### config.mk
export PLATFORM = sky130hd
export DESIGN_NAME = up_spi_rx_flat
export DESIGN_NICKNAME = d
export VERILOG_FILES = /design/src/rtl/up_spi_rx_if.sv /design/src/rtl/up_spi_rx.sv /design/src/flat_wrapper.sv
export SDC_FILE = /design/constraint.sdc
export NUM_CORES = 1
export LEC_CHECK = 0
export BUFFER_PORTS_ARGS = -buffer_cell sky130_fd_sc_hd__buf_2
export CORE_ASPECT_RATIO = 0.75
export CORE_MARGIN = 10
export CORE_UTILIZATION = 38
export DETAILED_ROUTE_END_ITERATION = 16
export HOLD_SLACK_MARGIN = 0.03
export PLACE_DENSITY_LB_ADDON = 0.05
export SYNTH_ARGS = -nofsm -noshare
export SYNTH_HDL_FRONTEND = slang
export SYNTH_SLANG_ARGS = --single-unit
### constraint.sdc
create_clock -name up_clk -period 3.2 [get_ports up_clk]
set_input_delay 0.48 -clock up_clk [delete_from_list [all_inputs] [get_ports up_clk]]
set_output_delay 0.48 -clock up_clk [all_outputs]
set_load 0.02 [all_outputs]
### src/rtl/up_spi_rx_if.sv
// Processor register bus into up_spi_rx: one-cycle write and read handshakes.
interface up_spi_rx_if #(
  parameter int ADDRESS_WIDTH = 12
);
  logic                     up_wreq;
  logic [ADDRESS_WIDTH-1:0] up_waddr;
  logic [31:0]              up_wdata;
  logic                     up_wack;
  logic                     up_rreq;
  logic [ADDRESS_WIDTH-1:0] up_raddr;
  logic [31:0]              up_rdata;
  logic                     up_rack;

  modport master (
    output up_wreq, up_waddr, up_wdata, up_rreq, up_raddr,
    input  up_wack, up_rdata, up_rack
  );

  modport slave (
    input  up_wreq, up_waddr, up_wdata, up_rreq, up_raddr,
    output up_wack, up_rdata, up_rack
  );
endinterface

### src/rtl/up_spi_rx.sv
// SPI mode-0 receive-only slave sampled entirely in the up_clk domain; received
// frames are queued as {bit count, last 32 bits} in a small FIFO read over the up bus.
module up_spi_rx #(
  parameter int ADDRESS_WIDTH = 12,
  parameter int CS_CNT        = 2,
  parameter int FIFO_DEPTH    = 4
) (
  input  logic              up_clk,
  input  logic              up_rst,
  input  logic              spi_clk_i,
  input  logic              spi_dat_i,
  input  logic [CS_CNT-1:0] spi_cs_i,
  up_spi_rx_if.slave        up_bus
);

  localparam int PTR_W   = (FIFO_DEPTH > 1) ? $clog2(FIFO_DEPTH) : 1;
  localparam int ENTRY_W = 38;

  localparam logic [ADDRESS_WIDTH-1:0] ADDR_STATUS = ADDRESS_WIDTH'(0);
  localparam logic [ADDRESS_WIDTH-1:0] ADDR_DATA   = ADDRESS_WIDTH'(1);
  localparam logic [ADDRESS_WIDTH-1:0] ADDR_COUNT  = ADDRESS_WIDTH'(2);
  localparam logic [ADDRESS_WIDTH-1:0] ADDR_CTRL   = ADDRESS_WIDTH'(3);

  typedef enum logic [1:0] {
    ST_IDLE,
    ST_ACTIVE,
    ST_PUSH
  } state_t;

  state_t              state, state_nxt;
  logic                frame_start;

  logic [2:0]          clk_sync;
  logic [1:0]          dat_sync;
  logic [CS_CNT-1:0]   cs_sync1, cs_sync2, cs_dly;
  logic                clk_rise, cs_now, cs_prev, cs_fall, cs_rise;
  logic [3:0]          cur_sel;

  logic                cfg_en;
  logic [3:0]          cfg_sel;
  logic [3:0]          act_sel;
  logic [31:0]         shreg;
  logic [5:0]          bit_cnt;

  logic [ENTRY_W-1:0]  fifo_mem [FIFO_DEPTH];
  logic [PTR_W-1:0]    wr_ptr, rd_ptr;
  logic [PTR_W:0]      level;
  logic                overflow;
  logic                fifo_empty, fifo_full;
  logic                push_req, push_ok, pop, flush, ctrl_wr;
  logic [ENTRY_W-1:0]  head;
  logic [31:0]         status, rd_mux;
  logic                wdata_unused;

  // Selecting an index at or beyond CS_CNT yields a permanently deasserted line.
  function automatic logic cs_pick(input logic [CS_CNT-1:0] cs, input logic [3:0] idx);
    logic v;
    v = 1'b1;
    for (int i = 0; i < CS_CNT; i++) begin
      if (idx == 4'(i)) v = cs[i];
    end
    return v;
  endfunction

  // Synchronizers reset to the idle bus: clock low, chip selects high.
  always_ff @(posedge up_clk or posedge up_rst) begin
    if (up_rst) begin
      clk_sync <= '0;
      dat_sync <= '0;
      cs_sync1 <= '1;
      cs_sync2 <= '1;
      cs_dly   <= '1;
    end else begin
      // NOTE: non-blocking assignments make every stage sample the previous stage's old value.
      clk_sync <= {clk_sync[1:0], spi_clk_i};
      dat_sync <= {dat_sync[0], spi_dat_i};
      cs_sync1 <= spi_cs_i;
      cs_sync2 <= cs_sync1;
      cs_dly   <= cs_sync2;
    end
  end

  assign clk_rise = clk_sync[1] & ~clk_sync[2];
  assign cur_sel  = (state == ST_IDLE) ? cfg_sel : act_sel;
  assign cs_now   = cs_pick(cs_sync2, cur_sel);
  assign cs_prev  = cs_pick(cs_dly, cur_sel);
  assign cs_fall  = cs_prev & ~cs_now;
  assign cs_rise  = ~cs_prev & cs_now;

  always_comb begin
    // NOTE: defaults first so no path through this block leaves a signal unassigned (no latches).
    state_nxt   = state;
    frame_start = 1'b0;
    case (state)
      ST_IDLE: begin
        if (cfg_en && cs_fall) begin
          state_nxt   = ST_ACTIVE;
          frame_start = 1'b1;
        end
      end
      ST_ACTIVE: begin
        if (!cfg_en)      state_nxt = ST_IDLE;
        else if (cs_rise) state_nxt = ST_PUSH;
      end
      ST_PUSH: state_nxt = ST_IDLE;
      default: state_nxt = ST_IDLE;
    endcase
  end

  always_ff @(posedge up_clk or posedge up_rst) begin
    if (up_rst) begin
      state   <= ST_IDLE;
      act_sel <= '0;
      shreg   <= '0;
      bit_cnt <= '0;
    end else begin
      state <= state_nxt;
      if (frame_start) begin
        act_sel <= cfg_sel;
        shreg   <= '0;
        bit_cnt <= '0;
      end else if (state == ST_ACTIVE && clk_rise) begin
        shreg <= {shreg[30:0], dat_sync[1]};
        if (bit_cnt != 6'd63) bit_cnt <= bit_cnt + 6'd1;
      end
    end
  end

  assign fifo_empty = (level == '0);
  assign fifo_full  = (level == (PTR_W + 1)'(FIFO_DEPTH));
  assign ctrl_wr    = up_bus.up_wreq && (up_bus.up_waddr == ADDR_CTRL);
  assign flush      = ctrl_wr && up_bus.up_wdata[31];
  assign pop        = up_bus.up_rreq && (up_bus.up_raddr == ADDR_DATA) && !fifo_empty;
  assign push_req   = (state == ST_PUSH) && (bit_cnt != 6'd0);
  // A pop in the same cycle frees the slot the push needs.
  assign push_ok    = push_req && (!fifo_full || pop);
  assign head       = fifo_mem[rd_ptr];

  always_ff @(posedge up_clk or posedge up_rst) begin
    if (up_rst) begin
      wr_ptr   <= '0;
      rd_ptr   <= '0;
      level    <= '0;
      overflow <= 1'b0;
    end else if (flush) begin
      wr_ptr   <= '0;
      rd_ptr   <= '0;
      level    <= '0;
      overflow <= 1'b0;
    end else begin
      if (push_ok) wr_ptr <= wr_ptr + PTR_W'(1);
      if (pop)     rd_ptr <= rd_ptr + PTR_W'(1);
      if (push_ok && !pop)      level <= level + (PTR_W + 1)'(1);
      else if (!push_ok && pop) level <= level - (PTR_W + 1)'(1);
      if (push_req && !push_ok) overflow <= 1'b1;
    end
  end

  // NOTE: the storage array has no reset; level and pointers alone say which entries are valid.
  always_ff @(posedge up_clk) begin
    if (push_ok && !flush) fifo_mem[wr_ptr] <= {bit_cnt, shreg};
  end

  always_ff @(posedge up_clk or posedge up_rst) begin
    if (up_rst) begin
      cfg_en  <= 1'b0;
      cfg_sel <= '0;
    end else if (ctrl_wr) begin
      cfg_en  <= up_bus.up_wdata[0];
      cfg_sel <= up_bus.up_wdata[7:4];
    end
  end

  assign status = {20'b0, (state != ST_IDLE), overflow, fifo_full, fifo_empty, 8'(level)};

  always_comb begin
    rd_mux = '0;
    case (up_bus.up_raddr)
      ADDR_STATUS: rd_mux = status;
      ADDR_DATA:   rd_mux = fifo_empty ? 32'd0 : head[31:0];
      ADDR_COUNT:  rd_mux = fifo_empty ? 32'd0 : {26'b0, head[37:32]};
      ADDR_CTRL:   rd_mux = {24'b0, cfg_sel, 3'b0, cfg_en};
      default:     rd_mux = '0;
    endcase
  end

  always_ff @(posedge up_clk or posedge up_rst) begin
    if (up_rst) begin
      up_bus.up_wack  <= 1'b0;
      up_bus.up_rack  <= 1'b0;
      up_bus.up_rdata <= '0;
    end else begin
      up_bus.up_wack  <= up_bus.up_wreq;
      up_bus.up_rack  <= up_bus.up_rreq;
      up_bus.up_rdata <= up_bus.up_rreq ? rd_mux : 32'd0;
    end
  end

  assign wdata_unused = &{1'b0, up_bus.up_wdata[30:8], up_bus.up_wdata[3:1]};

endmodule

### src/flat_wrapper.sv
// flat-port wrapper written by rule: the top's interface ports become plain ports
module up_spi_rx_flat 
#(
  parameter int ADDRESS_WIDTH = 12,
  parameter int CS_CNT        = 2,
  parameter int FIFO_DEPTH    = 4
)
  (up_clk, up_rst, spi_clk_i, spi_dat_i, spi_cs_i, up_bus_up_wreq, up_bus_up_waddr, up_bus_up_wdata, up_bus_up_rreq, up_bus_up_raddr, up_bus_up_wack, up_bus_up_rdata, up_bus_up_rack);
  up_spi_rx_if #(.ADDRESS_WIDTH(ADDRESS_WIDTH)) up_bus_i ();
  input  logic up_clk;
  input  logic up_rst;
  input  logic spi_clk_i;
  input  logic spi_dat_i;
  input  logic [CS_CNT-1:0] spi_cs_i;
  input wire logic [$bits(up_bus_i.up_wreq)-1:0] up_bus_up_wreq;
  input wire logic [$bits(up_bus_i.up_waddr)-1:0] up_bus_up_waddr;
  input wire logic [$bits(up_bus_i.up_wdata)-1:0] up_bus_up_wdata;
  input wire logic [$bits(up_bus_i.up_rreq)-1:0] up_bus_up_rreq;
  input wire logic [$bits(up_bus_i.up_raddr)-1:0] up_bus_up_raddr;
  output wire logic [$bits(up_bus_i.up_wack)-1:0] up_bus_up_wack;
  output wire logic [$bits(up_bus_i.up_rdata)-1:0] up_bus_up_rdata;
  output wire logic [$bits(up_bus_i.up_rack)-1:0] up_bus_up_rack;
  assign up_bus_i.up_wreq = up_bus_up_wreq;
  assign up_bus_i.up_waddr = up_bus_up_waddr;
  assign up_bus_i.up_wdata = up_bus_up_wdata;
  assign up_bus_i.up_rreq = up_bus_up_rreq;
  assign up_bus_i.up_raddr = up_bus_up_raddr;
  assign up_bus_up_wack = up_bus_i.up_wack;
  assign up_bus_up_rdata = up_bus_i.up_rdata;
  assign up_bus_up_rack = up_bus_i.up_rack;
  up_spi_rx #(.ADDRESS_WIDTH(ADDRESS_WIDTH), .CS_CNT(CS_CNT), .FIFO_DEPTH(FIFO_DEPTH)) u_core (.up_clk(up_clk), .up_rst(up_rst), .spi_clk_i(spi_clk_i), .spi_dat_i(spi_dat_i), .spi_cs_i(spi_cs_i), .up_bus(up_bus_i));
endmodule
==> metrics <==
Hold Vio Cnt, Final=0; dpl hpwl=13080 um; Congestion Overflow GR=0; worst reg-to-reg path cell count=11; Worst Setup Start Kind=flop; die height=159.0 um; M1 wire length=10460 um; most frequent cells in the layout=edfxtp_1, dfrtp_1, nand2_1; layout net count=slightly below 800; Mapped Nets=between 600 and 700; GP Congestion=0.7307; CTS root buffer=clkbuf_16; Starting Density=about 39%; CP peak stage delay=0.48 ns; Clock Latency Late Sink=0.52 ns; ANT cells=0; Clock power frac=between 40% and 50%; overall power=6.477 mW; Hold Path Class=in2reg; Net Sw Frac=about a fifth; Sum Neg Setup Slack=0 ns; DR WL met3=1231 um; post-synthesis sequential area ratio=72.79%; clk buf depth=3; Pleak=between 4 and 5 nW; Iter 0 DRT Violations=326; CP Launch Point=u_core.bit_cnt[0]$_DFFE_PP0P_; initial antenna violation count=0; Die X=205.3 um; worst reg2reg startpoint=u_core.bit_cnt[0]$_DFFE_PP0P_; cts repair resizes=0; Routed WL=22070 um; Worst EP required=3.59 ns; slew margin rel.=34.63%; Yosys warnings=0; Core Region=between 0.02 and 0.03 sq mm; Worst-path clk slew=roughly 0.060 ns; vias in the first global route=5585; CP Capture Point=u_core.level[2]$_DFFE_PP0P_; Worst R2R Setup Slack=0.44 ns; H-tree depth=1; Worst Path Max Fanout=7; CP Buf/Inv Count=2; design area=0.01146 sq mm; Yosys reg bits=254; Post-synth EDFFs=152; fmax=roughly 0.36 GHz; RSZ-0062 raised after global routing=no; Seq pwr share=53.5%; Final Skew=a little over 0.008 ns; P per Cell Area=564.9 mW/mm^2; drt pass-1 iters=5; post-layout min period=roughly 2.8 ns; final worst path period share=between 80% and 90%; placed cell area=around 0.011 sq mm; max cap viols=0; DR WL met2=9931 um; Post-synth top flop=edfxtp_1; CTS Buf Count=26; ranking of synthesized cells by area=edfxtp_1, dfrtp_1, mux4_2; Post-CTS Setup Bufs=0; share of cells above drive strength 1=about a quarter; Net Sw Power=1.246 mW; Stages on worst setup path=11; Buffers on Ports=71; Int Pwr=5.231 mW; I/O Pins=98; global-route wire length before repair=34210 um; CP endpoint kind=flop; TritonCTS clock tree=yes; clock sink count=254; status=complete, no violations; Post-Synthesis Cells=621; Netlist Area Pre-Place=0.009787 sq mm; GRT Util Overall=between 10% and 20%; CP Class=reg2reg; Tightest Pin Transition=0.9558 ns; Yosys top cell area share=a little under half; Syn-to-layout area delta=17.14%; vias=5383; Gate power share=1.2%; CP Cell Sequence=inv_1 -> ha_1 -> a311oi_1 -> o211a_1 -> ha_1 -> inv_1 -> fa_1 -> xor2_1 -> nor2_1 -> xnor2_1 -> nor2_1; Final setup viols=0; pre-CTS setup slack=0.4604 ns; CP delay by family, top=adder cells; ys async rst share=40.16%; max layer used=met4; Wirelength per Cell=~21 um; total die area=0.03264 sq mm; post-synthesis cell type count=50; Max Slew Vio Count=0; worst setup margin=around 0.44 ns; leading area contributor after synthesis=edfxtp_1; FP Rows=50; Avg Cell Area, Syn=15.76 sq um; # DRC=0; commonest non-fill, non-tap cell in the layout=edfxtp_1; reg2reg end=u_core.level[2]$_DFFE_PP0P_; DR vias/cell=5.064; Crit path arrival time=3.16 ns; slowest cell on the critical path=a311oi_1; Antenna Nets Post-Route=0; VDD IR max=roughly 0.34 mV; pin count of the biggest net entering global routing=57
[layout make-up]
cell class              count  area (sq um)
fillers                  2258         13680
flip-flops and latches    254          7126
multi-input cells         317          2432
clock buffers              35         725.7
repair buffers             93         598.1
well taps                 338         422.9
clock inverters            13         108.9
inverters                  13         51.30
[per-stage QoR]
step,std cells,hold slack (ns),util (%)
after floorplan,621,0.3312,-
after global placement,1014,0.3352,42.23
after detailed placement,1014,0.3347,42.23
after CTS,1062,0.03633,45.55
after global routing,1063,0.03518,45.59
final,1063,0.06125,45.59
[state kept, by name (all words and copies together), names as in the netlist, 2 cells and up]
signal	cells
u_core.state	2
u_core.fifo_mem	152
u_core.act_sel	4
u_core.dat_sync	2
u_core.cs_dly	2
u_core.shreg	32
u_core.cs_sync2	2
u_core.rd_ptr	2
u_core.cfg_sel	4
u_core.wr_ptr	2
u_core.level	3
u_core.cs_sync1	2
u_core.clk_sync	3
u_core.bit_cnt	6
u_core.up_bus.up_rdata	32
[cells by family (layout without fill, tap and decap cells)]
kind of cell               count (synthesis)  after routing  synth area share [%]
DFF                                      254            254                 72.79
and+or+nand+nor                          185            185                 9.192
AOI/OAI and AO/OA                         73             73                 4.347
buffers and inverters                     50            154                 2.557
muxes                                     45             45                 9.473
adders and majority gates                  8              8                 1.099
xor gates and xnor gates                   6              6                0.5369
[synth_stat cells (2+ instances only)]
master	instances
buf_4	6
o211ai_1	3
inv_1	13
nor4b_1	3
o21ai_0	10
nand3_1	9
a31oi_1	2
edfxtp_1	152
nor2_1	20
o31ai_1	3
dfrtp_1	96
nor4bb_1	2
dfstp_2	6
ha_1	7
nand4_1	3
clkbuf_1	18
a21oi_1	41
mux4_2	38
mux2i_1	6
xor2_1	4
nor3b_1	2
or3_1	3
nor2b_1	4
xnor2_1	2
nor3_1	9
and3_1	28
a2111oi_0	2
and4_1	2
nand2_1	91
buf_2	7
a22oi_1	7
buf_6	4
[layer usage]
metal	vias to the layer above	GRT usage, %
met5	-	0
met4	0	3.468
met3	35	2.579
met2	124	20.74
met1	2744	19.29
li1	2480	-
[power by group through the flow]
stage	sequential, mW	combinational, mW	clock (mW)
after floorplan	3.53	0.0348	0
after global placement	3.53	0.0809	0
after detailed placement	3.53	0.0820	0
after CTS	3.46	0.0827	3.03
after global routing	3.46	0.0916	3.16
final	3.46	0.0794	2.93
[worst min-delay path by stage]
stage,cells past startpoint,startpoint,endpoint
6_report,1,spi_cs_i[1],u_core.cs_sync1[1]$_DFF_PP1_
5_1_grt,1,spi_cs_i[1],u_core.cs_sync1[1]$_DFF_PP1_
3_5_place_dp,0,u_core.clk_sync[0]$_DFF_PP0_,u_core.clk_sync[1]$_DFF_PP0_
2_1_floorplan,0,u_core.clk_sync[0]$_DFF_PP0_,u_core.clk_sync[1]$_DFF_PP0_
4_1_cts,1,spi_cs_i[0],u_core.cs_sync1[0]$_DFF_PP1_
3_3_place_gp,0,u_core.clk_sync[0]$_DFF_PP0_,u_core.clk_sync[1]$_DFF_PP0_
[what timing repair did]
| action | 4_1_cts | 5_1_grt |
|---|---|---|
| endpoints found under the hold margin | 0 | 1 |
| hold buffers | 0 | 1 |
| endpoints found under the setup margin | 0 | 0 |
No activity file was read; power rests on OpenSTA's default activity.
